`src/rtl/terminal_uart_tx.sv`:
```
// Watches the processor's 8-bit output terminal, queues every new value in a small
// FIFO and streams each byte out as an 8N1 UART frame, LSB first.
module terminal_uart_tx #(
  parameter int CLKS_PER_BIT = 434,
  parameter int FIFO_DEPTH   = 4
) (
  input  logic                          clk,
  input  logic                          rst,
  input  logic [7:0]                    outTerminal,
  output logic                          txd,
  output logic                          busy,
  output logic [$clog2(FIFO_DEPTH):0]   fifoCount,
  output logic                          overflow
);

  localparam int AW = $clog2(FIFO_DEPTH);
  localparam int CW = $clog2(CLKS_PER_BIT);

  typedef enum logic [1:0] {IDLE, START, DATA, STOP} state_t;

  state_t          state_q, state_d;
  logic [CW-1:0]   cnt_q, cnt_d;
  logic [2:0]      idx_q, idx_d;
  logic [7:0]      shift_q, shift_d;
  logic            txd_q, txd_d;
  logic [7:0]      last_q, last_d;
  logic [AW-1:0]   wr_ptr_q, wr_ptr_d;
  logic [AW-1:0]   rd_ptr_q, rd_ptr_d;
  logic [AW:0]     count_q, count_d;
  logic            overflow_q, overflow_d;
  logic [7:0]      mem_q [FIFO_DEPTH];

  logic            change;
  logic            bit_end;
  logic            fifo_nempty;
  logic            fifo_full;
  logic            pop;
  logic            push;
  logic            drop;

  // Serializer: pops the head byte from IDLE, or straight from the last STOP cycle
  always_comb begin
    state_d     = state_q;
    cnt_d       = cnt_q;
    idx_d       = idx_q;
    shift_d     = shift_q;
    pop         = 1'b0;
    bit_end     = (cnt_q == CW'(CLKS_PER_BIT - 1));
    fifo_nempty = (count_q != '0);
    fifo_full   = (count_q == (AW+1)'(FIFO_DEPTH));
    case (state_q)
      IDLE: begin
        if (fifo_nempty) begin
          pop     = 1'b1;
          shift_d = mem_q[rd_ptr_q];
          state_d = START;
          cnt_d   = '0;
        end
      end
      START: begin
        if (bit_end) begin
          state_d = DATA;
          cnt_d   = '0;
          idx_d   = '0;
        end else begin
          cnt_d = cnt_q + CW'(1);
        end
      end
      DATA: begin
        if (bit_end) begin
          cnt_d = '0;
          if (idx_q == 3'd7) begin
            state_d = STOP;
          end else begin
            idx_d   = idx_q + 3'd1;
            shift_d = {1'b0, shift_q[7:1]};
          end
        end else begin
          cnt_d = cnt_q + CW'(1);
        end
      end
      STOP: begin
        if (bit_end) begin
          cnt_d = '0;
          if (fifo_nempty) begin
            pop     = 1'b1;
            shift_d = mem_q[rd_ptr_q];
            state_d = START;
          end else begin
            state_d = IDLE;
          end
        end else begin
          cnt_d = cnt_q + CW'(1);
        end
      end
      default: state_d = IDLE;
    endcase

    // Line level is a function of the next state so txd comes straight off a flop
    case (state_d)
      START:   txd_d = 1'b0;
      DATA:    txd_d = shift_d[0];
      default: txd_d = 1'b1;
    endcase
  end

  // Change detector and FIFO bookkeeping; a pop on the same edge frees a full slot
  always_comb begin
    change     = (outTerminal != last_q);
    push       = change && (!fifo_full || pop);
    drop       = change && fifo_full && !pop;
    last_d     = change ? outTerminal : last_q;
    wr_ptr_d   = push ? wr_ptr_q + AW'(1) : wr_ptr_q;
    rd_ptr_d   = pop  ? rd_ptr_q + AW'(1) : rd_ptr_q;
    overflow_d = overflow_q | drop;
    case ({push, pop})
      2'b10:   count_d = count_q + (AW+1)'(1);
      2'b01:   count_d = count_q - (AW+1)'(1);
      default: count_d = count_q;
    endcase
  end

  always_ff @(posedge clk) begin
    if (rst) begin
      state_q    <= IDLE;
      cnt_q      <= '0;
      idx_q      <= '0;
      txd_q      <= 1'b1;
      last_q     <= 8'h00;
      wr_ptr_q   <= '0;
      rd_ptr_q   <= '0;
      count_q    <= '0;
      overflow_q <= 1'b0;
    end else begin
      state_q    <= state_d;
      cnt_q      <= cnt_d;
      idx_q      <= idx_d;
      txd_q      <= txd_d;
      last_q     <= last_d;
      wr_ptr_q   <= wr_ptr_d;
      rd_ptr_q   <= rd_ptr_d;
      count_q    <= count_d;
      overflow_q <= overflow_d;
    end
  end

  // Payload storage carries no reset; validity comes from the pointers and count
  always_ff @(posedge clk) begin
    shift_q <= shift_d;
    if (push && !rst) begin
      mem_q[wr_ptr_q] <= outTerminal;
    end
  end

  assign txd       = txd_q;
  assign busy      = (state_q != IDLE) || fifo_nempty;
  assign fifoCount = count_q;
  assign overflow  = overflow_q;

endmodule
```
`config.mk`:
```
export PLATFORM = sky130hd
export DESIGN_NAME = terminal_uart_tx
export DESIGN_NICKNAME = d
export VERILOG_FILES = /design/src/rtl/terminal_uart_tx.sv
export SDC_FILE = /design/constraint.sdc
export NUM_CORES = 1
export LEC_CHECK = 0
export ABC_AREA = 1
export BUFFER_PORTS_ARGS = -buffer_cell sky130_fd_sc_hd__buf_2
export CAP_MARGIN = 20
export CORE_UTILIZATION = 50
export DETAILED_ROUTE_END_ITERATION = 8
export HOLD_SLACK_MARGIN = 0.15
export PLACE_DENSITY = 0.74
export SLEW_MARGIN = 40
export SYNTH_ARGS = -nofsm -noshare
export SYNTH_HDL_FRONTEND = slang
export SYNTH_SLANG_ARGS = --single-unit
```
`constraint.sdc`:
```
create_clock -name clk -period 2.77 [get_ports clk]
set_input_delay 0.554 -clock clk [delete_from_list [all_inputs] [get_ports clk]]
set_output_delay 0.554 -clock clk [all_outputs]
set_load 0.01 [all_outputs]
```
==> results of run 1 <==
==> through the flow <==
| stage | worst slack, ps | power (mW) | instance area (sq um) |
|---|---|---|---|
| finish | 305.7 | 3.638 | 3832 |
| global route | 163.9 | 3.900 | 3832 |
| CTS | 301.5 | 3.652 | 3832 |
| detailed placement | 498.1 | 2.767 | 3625 |
| global placement | 563.1 | 2.722 | 3625 |
| floorplan | 760.7 | 2.432 | 3436 |
==> kinds of logic (layout without fill, tap and decap cells) <==
kind of cell,after synthesis,after routing,synth area share (%)
buffers and inverters,52,82,5.900
AND/OR/NAND/NOR,155,155,20.83
AO/OA/AOI/OAI,73,73,12.02
adder cells (fa/ha/maj),14,14,5.317
flip-flops,73,73,53.90
XOR/XNOR,8,8,2.039
==> cell usage in the layout (no fill, tap or decap), types with 2 or more instances in the layout <==
cell	netlist	routed
sky130_fd_sc_hd__xnor2_1	7	7
sky130_fd_sc_hd__nand2_2	2	2
sky130_fd_sc_hd__edfxtp_1	39	39
sky130_fd_sc_hd__inv_2	2	2
sky130_fd_sc_hd__clkbuf_8	0	9
sky130_fd_sc_hd__a211oi_1	2	2
sky130_fd_sc_hd__nor2_4	2	2
sky130_fd_sc_hd__inv_6	0	2
sky130_fd_sc_hd__buf_4	0	7
sky130_fd_sc_hd__o221ai_1	3	3
sky130_fd_sc_hd__or2_2	2	2
sky130_fd_sc_hd__o211ai_1	6	6
sky130_fd_sc_hd__nand2_1	61	61
sky130_fd_sc_hd__nand3_1	19	19
sky130_fd_sc_hd__ha_1	13	13
sky130_fd_sc_hd__a21oi_1	26	26
sky130_fd_sc_hd__nor2_1	54	54
sky130_fd_sc_hd__nor3_1	4	4
sky130_fd_sc_hd__inv_4	1	2
sky130_fd_sc_hd__dfxtp_1	34	34
sky130_fd_sc_hd__inv_8	0	2
sky130_fd_sc_hd__nand3_4	2	2
sky130_fd_sc_hd__o22ai_1	2	2
sky130_fd_sc_hd__o21ai_0	29	29
sky130_fd_sc_hd__buf_2	4	15
sky130_fd_sc_hd__nand2_4	2	2
sky130_fd_sc_hd__inv_1	41	41
==> registers in the layout (all words and copies together) (netlist names), named ones only <==
signal     flops
rd_ptr_q       2
txd            1
idx_q          3
mem_q         32
fifoCount      3
cnt_q          9
shift_q        8
state_q        2
overflow       1
last_q         8
wr_ptr_q       2
==> layout make-up <==
cell class,instances,share of cell area (%)
Sequential cell,73,48.32
Multi-Input combinational cell,250,36.04
Inverter,44,4.375
Timing Repair Buffer,22,3.330
Clock buffer,9,3.232
Tap cell,77,2.514
Clock inverter,7,2.187
==> power breakdown <==
group	switching, mW	internal (mW)
clock	0.452	0.435
combinational	0.842	0.421
sequential	0.104	1.38
total	1.40	2.24
==> worst min-delay path by stage <==
| stage | start | endpoint | slack, ps | cells past startpoint |
|---|---|---|---|---|
| global route | outTerminal[0] | mem_q[1][0]$_DFFE_PP_ | 410 | 1 |
| global placement | rd_ptr_q[1]$_SDFFE_PP0P_ | rd_ptr_q[1]$_SDFFE_PP0P_ | 450 | 2 |
| finish | outTerminal[0] | mem_q[3][0]$_DFFE_PP_ | 430 | 1 |
| detailed placement | rd_ptr_q[0]$_SDFFE_PP0P_ | rd_ptr_q[0]$_SDFFE_PP0P_ | 460 | 1 |
| floorplan | rd_ptr_q[1]$_SDFFE_PP0P_ | register | 440 | 2 |
| CTS | outTerminal[0] | mem_q[3][0]$_DFFE_PP_ | 420 | 1 |
==> metal layers <==
| layer | vias up | track usage, % | share of wire (%) |
|---|---|---|---|
| met2 | 56 | 33.92 | 47 |
| met5 | - | 0 | 0 |
| li1 | 1310 | - | - |
| met3 | 15 | 4.961 | 3.8 |
| met4 | 0 | 10.17 | 2.4 |
| met1 | 1173 | 26.38 | 47 |
==> worst max-delay path: stages, from the launching register on <==
cell	delay [ps]
sky130_fd_sc_hd__dfxtp_1	360
sky130_fd_sc_hd__nor3_2	440
sky130_fd_sc_hd__inv_2	270
sky130_fd_sc_hd__nor2_4	240
sky130_fd_sc_hd__inv_2	90
sky130_fd_sc_hd__buf_2	140
==> key figures, run 1 <==
Timing
  – Accumulated negative setup slack: 0 ps
  – Slew at the pin closest to its max-slew limit: 606.6 ps
  – Max Fclk: 0.4058 GHz
  – Share of the cycle needed by the critical path after routing: 88.96%
  – Unrepaired setup endpoints after global routing: no
  – Final period demand of the worst path: 2464 ps
  – Number of max-slew violations in the final report: 0
  – Tightest hold margin: about 430 ps
  – Slew headroom: 59.41%
  – Setup-violating endpoint count in the final report: 0
  – Hold Violations, Final: 0
  – Final setup skew: 8.283 ps

Final layout
  – Area of combinational cells with multiple inputs: 1381 sq um
  – Area delta synth->final: 11.54%
  – Count of antenna diodes in the layout: 0
  – Fraction of layout cells with a size suffix above 1: 14.07%
  – Reg area: 1852 sq um
  – Post-layout instance count excluding filler cells: 482
  – Filler cells: approximately 560
  – Final net count: ~420
  – Final core utilization: 59.01%

Routing
  – 1st-iter DRT viols: 142
  – Residual DRC: 0
  – Via total after detailed routing: 2,554
  – Detailed-route wire length: 6700 um
  – Pre-Repair DR Iteration Count: 4
  – Post-DR wirelength/cell: between 10 and 15 um
  – Remaining antenna violation count: 0
  – Post-DR vias/cell: 5.299

Floorplanning
  – Height of the die: 84.90 um
  – Number of placed I/O pins: 16
  – Placeable Area: between 6000 and 7000 sq um
  – Horizontal die dimension: about 85 um
  – Initial Util: 52.90%
  – # rows: 29
  – Floorplan die area: approximately 7000 sq um

Synthesis
  – Synth Net Count: 399
  – Number of enable flip-flop cells after synthesis: 39
  – Library cell occupying the most area in the post-synthesis netlist: sky130_fd_sc_hd__edfxtp_1
  – Ranking of synthesized cells by instance count: sky130_fd_sc_hd__nand2_1 (61), sky130_fd_sc_hd__nor2_1 (54), sky130_fd_sc_hd__inv_1 (41)
  – Most instantiated library cell after synthesis: sky130_fd_sc_hd__nand2_1
  – Proportion of register bits with asynchronous set or reset after synthesis: 0%
  – Register bit count reported by yosys: between 70 and 80
  – Synth top area cells: sky130_fd_sc_hd__edfxtp_1 (34%), sky130_fd_sc_hd__dfxtp_1 (20%), sky130_fd_sc_hd__nand2_1 (6.7%), sky130_fd_sc_hd__nor2_1 (5.9%), sky130_fd_sc_hd__ha_1 (4.7%)
  – Sequential element share of the synthesized area: a little over half
  – Count of cell types in the netlist: 38
  – Cells after Synth: 375
  – Share of Yosys cell area claimed by the top area cell type: 34.09%
  – Syn avg cell area: between 9 and 10 sq um
  – Combined area of all synthesized cells: 3436 sq um
  – Primary FF master, synth: sky130_fd_sc_hd__edfxtp_1
  – Synthesis warning total: 0

Flow run
  – Number of maximum-capacitance constraint violations: 0

Clock tree
  – Clock root buffer: sky130_fd_sc_hd__clkbuf_8
  – Clock tree from TritonCTS: built
  – Clock edge transition at the registers on the reported setup and hold paths: around 90 ps
  – Number of sinks on the clock net: 73
  – Post-CTS setup buffer count: 0
  – Count of hold buffers inserted by post-cts repair: 0
  – Clock latency on the worst-skew pair: 360 ps
  – Post-cts gate resize count: 0
  – TritonCTS buffer count: 9
  – CTS H-Tree Depth: 3
  – Number of buffers between clock root and the deepest sink: 2

Power and ir drop
  – Max IR drop VDD: 0.0005625 V
  – Pwr Density: 949.3 nW/um^2
  – Leakage power figure: between 1.5 and 2 nW

Critical path
  – End point of the critical path: busy
  – Worst reg2reg path endpoint: fifoCount[2]$_SDFFE_PP0P_
  – Critical path start-end classification: reg2out
  – Worst flop-to-flop path startpoint: state_q[0]$_SDFF_PP0_
  – Launch point of the worst path: fifoCount[2]$_SDFFE_PP0P_
  – Critical path startpoint category: register
  – Worst-case reg-to-reg path depth: 13
  – Kind of capture point of the worst setup path: output port
  – Worst-path maximum fanout: 17
  – CP Data Arrival Time: 1910 ps
  – CP required: 2220 ps
  – FF-to-FF setup slack: approximately 510 ps

Global route
  – First-pass GRT wire length: ~11,000 um
  – Number of global-route vias before repair: 2,496
  – Antenna violations before repair: 0
  – Total global routing overflow: 0
  – Largest net degree at the start of global routing: 21
  – Aggregate global-route resource usage: 20.87%

Place
  – DP HPWL: 4670 um
  – Placed instance count: 466
  – Final weighted congestion in routability-driven placement: 0.8191
  – Count of buffers inserted at the top-level ports: 15

Hold path
  – Hold crit path type: in2reg

Status
  – Result of the run: completed
(Power assumes the default switching activity.)
==> run 2, diff against run 1 <==
--- a/config.mk
+++ b/config.mk
@@ -8,10 +8,10 @@
 export ABC_AREA = 1
 export BUFFER_PORTS_ARGS = -buffer_cell sky130_fd_sc_hd__buf_2
 export CAP_MARGIN = 20
-export CORE_UTILIZATION = 50
+export CORE_UTILIZATION = 35
 export DETAILED_ROUTE_END_ITERATION = 8
 export HOLD_SLACK_MARGIN = 0.15
-export PLACE_DENSITY = 0.74
+export PLACE_DENSITY = 0.57
 export SLEW_MARGIN = 40
 export SYNTH_ARGS = -nofsm -noshare
 export SYNTH_HDL_FRONTEND = slang
==> key figures, run 2 (same netlist as run 1, synthesis figures left out) <==
Status
  – Result of the run: completed

Critical path
  – Cells traversed along the worst timing path: nor3_2, inv_2, nor2_4, inv_2, buf_2
  – CP required: 2220 ps
  – Most prevalent standard cell on the critical path: sky130_fd_sc_hd__inv_2
  – Critical path startpoint category: register
  – Kind of cell adding the most delay to the critical path: simple AND/OR/NAND/NOR gates
  – Kind of capture point of the worst setup path: output port
  – Critical path start-end classification: reg2out
  – CP peak stage delay: 370 ps
  – CP max-delay cell: sky130_fd_sc_hd__nor3_2
  – CP Data Arrival Time: 1790 ps
  – Critical path buffer and inverter count: 3
  – Worst-path maximum fanout: 17

Floorplanning
  – Floorplan die area: 10,220 sq um
  – # rows: 35
  – Number of placed I/O pins: 16
  – Horizontal die dimension: 101.1 um
  – Height of the die: 101.1 um
  – Placeable Area: 9371 sq um
  – Initial Util: 36.66%

Power and ir drop
  – Max IR drop VDD: 0.0004697 V
  – Pwr Density: about 900 nW/um^2
  – Total power: 3.616 mW
  – Leakage power figure: 1.552 nW

Global route
  – Total global routing overflow: 0
  – Met2 global-route usage: 23.65%
  – Global Route met1 Usage: between 10% and 20%
  – Met3 Usage GRT: 1.872%
  – Busiest layer in global routing: met2
  – Antenna violations before repair: 0
  – Largest net degree at the start of global routing: 21
  – Number of global-route vias before repair: 2,283
  – First-pass GRT wire length: 11,290 um
  – Aggregate global-route resource usage: 14.86%

Final layout
  – Final standard cell area without fillers: 3900 sq um
  – Leading cell type in the layout, fill and taps excluded: sky130_fd_sc_hd__nand2_1
  – Register with the most flip-flops: mem_q
  – Commonest non-fill, non-tap cells in the layout: sky130_fd_sc_hd__nand2_1 (61), sky130_fd_sc_hd__nor2_1 (54), sky130_fd_sc_hd__inv_1 (41)
  – Count of antenna diodes in the layout: 0
  – Post-layout instance count excluding filler cells: 534
  – Area delta synth->final: 13.51%
  – Flip-flop count of the largest register, all copies and words added: 32
  – Filler cells: roughly 950
  – Fraction of layout cells with a size suffix above 1: 14.07%
  – Final core utilization: 41.62%
  – Largest registers: mem_q (32), cnt_q (9)
  – Final net count: approximately 420

Place
  – Post-placement cell area: 3690 sq um
  – Count of buffers inserted at the top-level ports: 15
  – Placed instance count: 518
  – Placement-stage worst setup slack: ~500 ps
  – DP HPWL: 4857 um
  – Final weighted congestion in routability-driven placement: 0.8209

Clock tree
  – Count of hold buffers inserted by post-cts repair: 0
  – Clock tree from TritonCTS: built
  – Number of sinks on the clock net: 73
  – TritonCTS buffer count: 9
  – Post-cts gate resize count: 0
  – Clock edge transition at the registers on the reported setup and hold paths: 80 ps
  – Post-CTS setup buffer count: 0
  – Number of buffers between clock root and the deepest sink: 2
  – Clock latency on the worst-skew pair: between 300 and 400 ps
  – CTS H-Tree Depth: 3
  – Clock root buffer: sky130_fd_sc_hd__clkbuf_8

Timing
  – Number of max-slew violations in the final report: 0
  – Final period demand of the worst path: between 2000 and 2500 ps
  – Final setup skew: 9.841 ps
  – Tightest hold margin: 453.2 ps
  – Slew headroom: about three fifths
  – Unrepaired setup endpoints after global routing: no
  – Accumulated negative setup slack: 0 ps
  – Share of the cycle needed by the critical path after routing: 84.63%
  – Setup-violating endpoint count in the final report: 0
  – Max Fclk: 0.4266 GHz
  – Slew at the pin closest to its max-slew limit: roughly 570 ps
  – Hold Violations, Final: 0
  – Worst setup slack after layout: ~430 ps

Routing
  – Pre-Repair DR Iteration Count: 4
  – Detailed-route wire length: 6930 um
  – Residual DRC: 0
  – Via total after detailed routing: around 2,500
  – Post-DR wirelength/cell: 12.98 um
  – Remaining antenna violation count: 0
  – 1st-iter DRT viols: around 190
  – Post-DR vias/cell: 4.687

Hold path
  – Hold crit path type: in2reg

Flow run
  – Number of maximum-capacitance constraint violations: 0
[run 2: power by group]
| group | internal [mW] | switching, mW | total [mW] |
|---|---|---|---|
| clock network | 0.436 | 0.443 | 0.879 |
| registers | 1.38 | 0.110 | 1.49 |
| logic | 0.417 | 0.827 | 1.24 |
[run 2: final timing paths]
path / start / end / slack (ps) / cells past startpoint
setup / recovery: fifoCount[2]$_SDFFE_PP0P_ / busy / 430 / 5
hold reg to reg: rd_ptr_q[1]$_SDFFE_PP0P_ / register / 470 / 2
hold / removal: outTerminal[0] / mem_q[0][0]$_DFFE_PP_ / 450 / 1
setup reg to reg: cnt_q[1]$_SDFFE_PP0P_ / fifoCount[2]$_SDFFE_PP0P_ / 570 / 16
[run 2: cell type report]
cell class	count	area, sq um	area share [%]
Multi-Input combinational cell	250	1381	35.42
Inverter	44	167.7	4.299
Timing Repair Buffer	22	127.6	3.272
Sequential cell	73	1852	47.48
Tap cell	129	161.4	4.139
Clock inverter	7	86.33	2.214
Clock buffer	9	123.9	3.176
[run 2: routing by layer]
metal	share of wire [%]	vias to the layer above
li1	-	1307
met1	48	1151
met5	0	-
met4	2.2	0
met2	47	35
met3	2.9	10
==> run 3, diff against run 2 <==
--- a/config.mk
+++ b/config.mk
@@ -11,7 +11,7 @@
 export CORE_UTILIZATION = 35
 export DETAILED_ROUTE_END_ITERATION = 8
 export HOLD_SLACK_MARGIN = 0.15
-export PLACE_DENSITY = 0.57
+export PLACE_DENSITY = 0.59
 export SLEW_MARGIN = 40
 export SYNTH_ARGS = -nofsm -noshare
 export SYNTH_HDL_FRONTEND = slang
==> constraint.sdc (replaced) <==
create_clock -name clk -period 1.9 [get_ports clk]
set_input_delay 0.38 -clock clk [delete_from_list [all_inputs] [get_ports clk]]
set_output_delay 0.38 -clock clk [all_outputs]
set_load 0.01 [all_outputs]
==> key figures, run 3 (same netlist as run 1, synthesis figures left out) <==
Status
  – Result of the run: completed

Floorplanning
  – Floorplan die area: about 10,000 sq um
  – Placeable Area: 9371 sq um
  – Horizontal die dimension: between 100 and 150 um
  – Initial Util: 36.66%
  – # rows: 35
  – Height of the die: 101.1 um
  – Number of placed I/O pins: 16

Hold path
  – Capture endpoint of the worst hold path: last_q[1]$_SDFFE_PP0P_
  – Hold crit path type: in2reg
  – Hold path cells: 3
  – Startpoint of the tightest hold check path: outTerminal[1]

Global route
  – Aggregate global-route resource usage: 15.37%
  – Number of global-route vias before repair: 2,559
  – First-pass GRT wire length: 12,010 um
  – Antenna violations before repair: 0
  – Largest net degree at the start of global routing: 21
  – Total global routing overflow: 0

Place
  – Count of buffers inserted at the top-level ports: 15
  – Post-placement cell area: 3945 sq um
  – Final weighted congestion in routability-driven placement: roughly 0.76
  – Placement-stage worst setup slack: -36.42 ps
  – DP HPWL: slightly above 5000 um

Timing
  – Setup-violating endpoint count in the final report: 0
  – Number of max-slew violations in the final report: 0
  – Slew at the pin closest to its max-slew limit: 426.0 ps
  – Hold Violations, Final: 0
  – Slew headroom: 71.57%
  – Accumulated negative setup slack: 0 ps
  – Final period demand of the worst path: 1851 ps
  – Max Fclk: between 0.5 and 0.6 GHz
  – Final setup skew: around 5 ps
  – Tightest hold margin: between 200 and 300 ps
  – Unrepaired setup endpoints after global routing: yes
  – Worst setup slack after layout: ~50 ps
  – Share of the cycle needed by the critical path after routing: a little over nine tenths

Clock tree
  – CTS H-Tree Depth: 3
  – TritonCTS buffer count: 9
  – Clock root buffer: sky130_fd_sc_hd__clkbuf_8
  – Number of sinks on the clock net: 73
  – Count of hold buffers inserted by post-cts repair: 0
  – Clock tree from TritonCTS: built
  – Clock latency on the worst-skew pair: roughly 340 ps
  – Number of buffers between clock root and the deepest sink: 2
  – Clock edge transition at the registers on the reported setup and hold paths: 80 ps

Routing
  – Residual DRC: 0
  – Remaining antenna violation count: 0
  – Detailed-route wire length: 7025 um
  – Post-DR vias/cell: 4.545
  – Via total after detailed routing: 2,609
  – Post-DR wirelength/cell: 12.24 um
  – 1st-iter DRT viols: around 170
  – Pre-Repair DR Iteration Count: 4

Final layout
  – Largest registers: mem_q (32), cnt_q (9)
  – Register with the most flip-flops: mem_q
  – Final standard cell area without fillers: 4250 sq um
  – Area delta synth->final: 23.71%
  – Fraction of layout cells with a size suffix above 1: 25.39%
  – Leading cell type in the layout, fill and taps excluded: sky130_fd_sc_hd__nand2_1
  – Commonest non-fill, non-tap cells in the layout: sky130_fd_sc_hd__nand2_1 (58), sky130_fd_sc_hd__nor2_1 (53), sky130_fd_sc_hd__buf_4 (44)
  – Count of antenna diodes in the layout: 0
  – Flip-flop count of the largest register, all copies and words added: 32
  – Final net count: 464

Critical path
  – Worst-case reg-to-reg path depth: 16
  – Worst-path maximum fanout: 2
  – Most prevalent standard cell on the critical path: sky130_fd_sc_hd__nand2_4
  – Critical path buffer and inverter count: 3
  – CP peak stage delay: 350 ps
  – Worst reg2reg path endpoint: fifoCount[2]$_SDFFE_PP0P_
  – CP Data Arrival Time: 2090 ps
  – FF-to-FF setup slack: 50 ps
  – Critical path start-end classification: reg2reg
  – CP max-delay cell: sky130_fd_sc_hd__fa_2
  – Kind of capture point of the worst setup path: register
  – Kind of cell adding the most delay to the critical path: simple AND/OR/NAND/NOR gates
  – Critical path startpoint category: register
  – CP required: 2140 ps
  – Cells traversed along the worst timing path: inv_2, ha_4, nand2_4, nor2_4, nand2_4, nand2_4, nand3_4, inv_4, nand3_4, fa_2, inv_2, nand3_2, nand2_2, nand3_2, nand2_1, nor2_1
  – Worst flop-to-flop path startpoint: cnt_q[1]$_SDFFE_PP0P_
  – Critical path depth: 16

Flow run
  – Number of maximum-capacitance constraint violations: 0

Power and ir drop
  – Total power: 5.707 mW
  – Pwr Density: 1343 nW/um^2
  – Max IR drop VDD: just over 0.0007 V
  – Leakage power figure: 1.748 nW
[run 3: cell types whose count changed in the layout (fill, tap and decap cells not counted), moves of 3 or more]
cell,previous run,this run
sky130_fd_sc_hd__dfxtp_1,34,29
sky130_fd_sc_hd__buf_6,0,3
sky130_fd_sc_hd__dfxtp_2,0,5
sky130_fd_sc_hd__nand2_1,61,58
sky130_fd_sc_hd__buf_4,7,44
sky130_fd_sc_hd__inv_1,41,36
sky130_fd_sc_hd__inv_2,2,6
[run 3: worst max-delay path by stage]
stage / start / end / slack, ps
after floorplan: cnt_q[1]$_SDFFE_PP0P_ / mem_q[0][0]$_DFFE_PP_ / -70
after global placement: outTerminal[7] / fifoCount[2]$_SDFFE_PP0P_ / 20
after detailed placement: outTerminal[7] / fifoCount[2]$_SDFFE_PP0P_ / -40
after CTS: state_q[0]$_SDFF_PP0_ / busy / 0.7
after global routing: cnt_q[1]$_SDFFE_PP0P_ / fifoCount[2]$_SDFFE_PP0P_ / -110
final: cnt_q[1]$_SDFFE_PP0P_ / fifoCount[2]$_SDFFE_PP0P_ / 50
[run 3: area by class of cell]
class | instances | area [sq um]
multi-input cells | 250 | 1435
clock inverters | 5 | 55.05
clock buffers | 11 | 131.4
well taps | 129 | 161.4
flip-flops and latches | 73 | 1858
fillers | 937 | 5121
inverters | 44 | 170.2
repair buffers | 62 | 439.2
[run 3: layer usage]
metal	GRT usage (%)	routed length [um]
met5	0	0
met4	5.686	86
met3	3.121	141
met2	25.85	3401
met1	19.45	3395
[run 3: timing repair]
item / 4_1_cts / 5_1_grt
gates resized for setup: 6 / 17
pin swaps: 4 / 12
setup endpoints to repair: 2 / 35
setup buffers: 4 / 3
[run 3: worst min-delay path, stage by stage]
cell	delay (ps)
sky130_fd_sc_hd__buf_2	90
sky130_fd_sc_hd__inv_1	50
sky130_fd_sc_hd__nor2_1	70
[run 3: report_power, final]
| group | switching, mW | internal [mW] | total, mW | leakage, nW |
|---|---|---|---|---|
| clock | 0.565 | 0.606 | 1.17 | 0.0914 |
| combinational | 1.34 | 1.02 | 2.36 | 1.01 |
| sequential | 0.147 | 2.02 | 2.17 | 0.648 |
| total | 2.05 | 3.65 | 5.71 | 1.75 |
[run 3: metrics by stage]
| stage | std cells | utilization (%) |
|---|---|---|
| after floorplan | 375 | - |
| after global placement | 551 | 42.10 |
| after detailed placement | 551 | 42.10 |
| after CTS | 571 | 44.63 |
| after global routing | 574 | 45.35 |
| final | 574 | 45.35 |
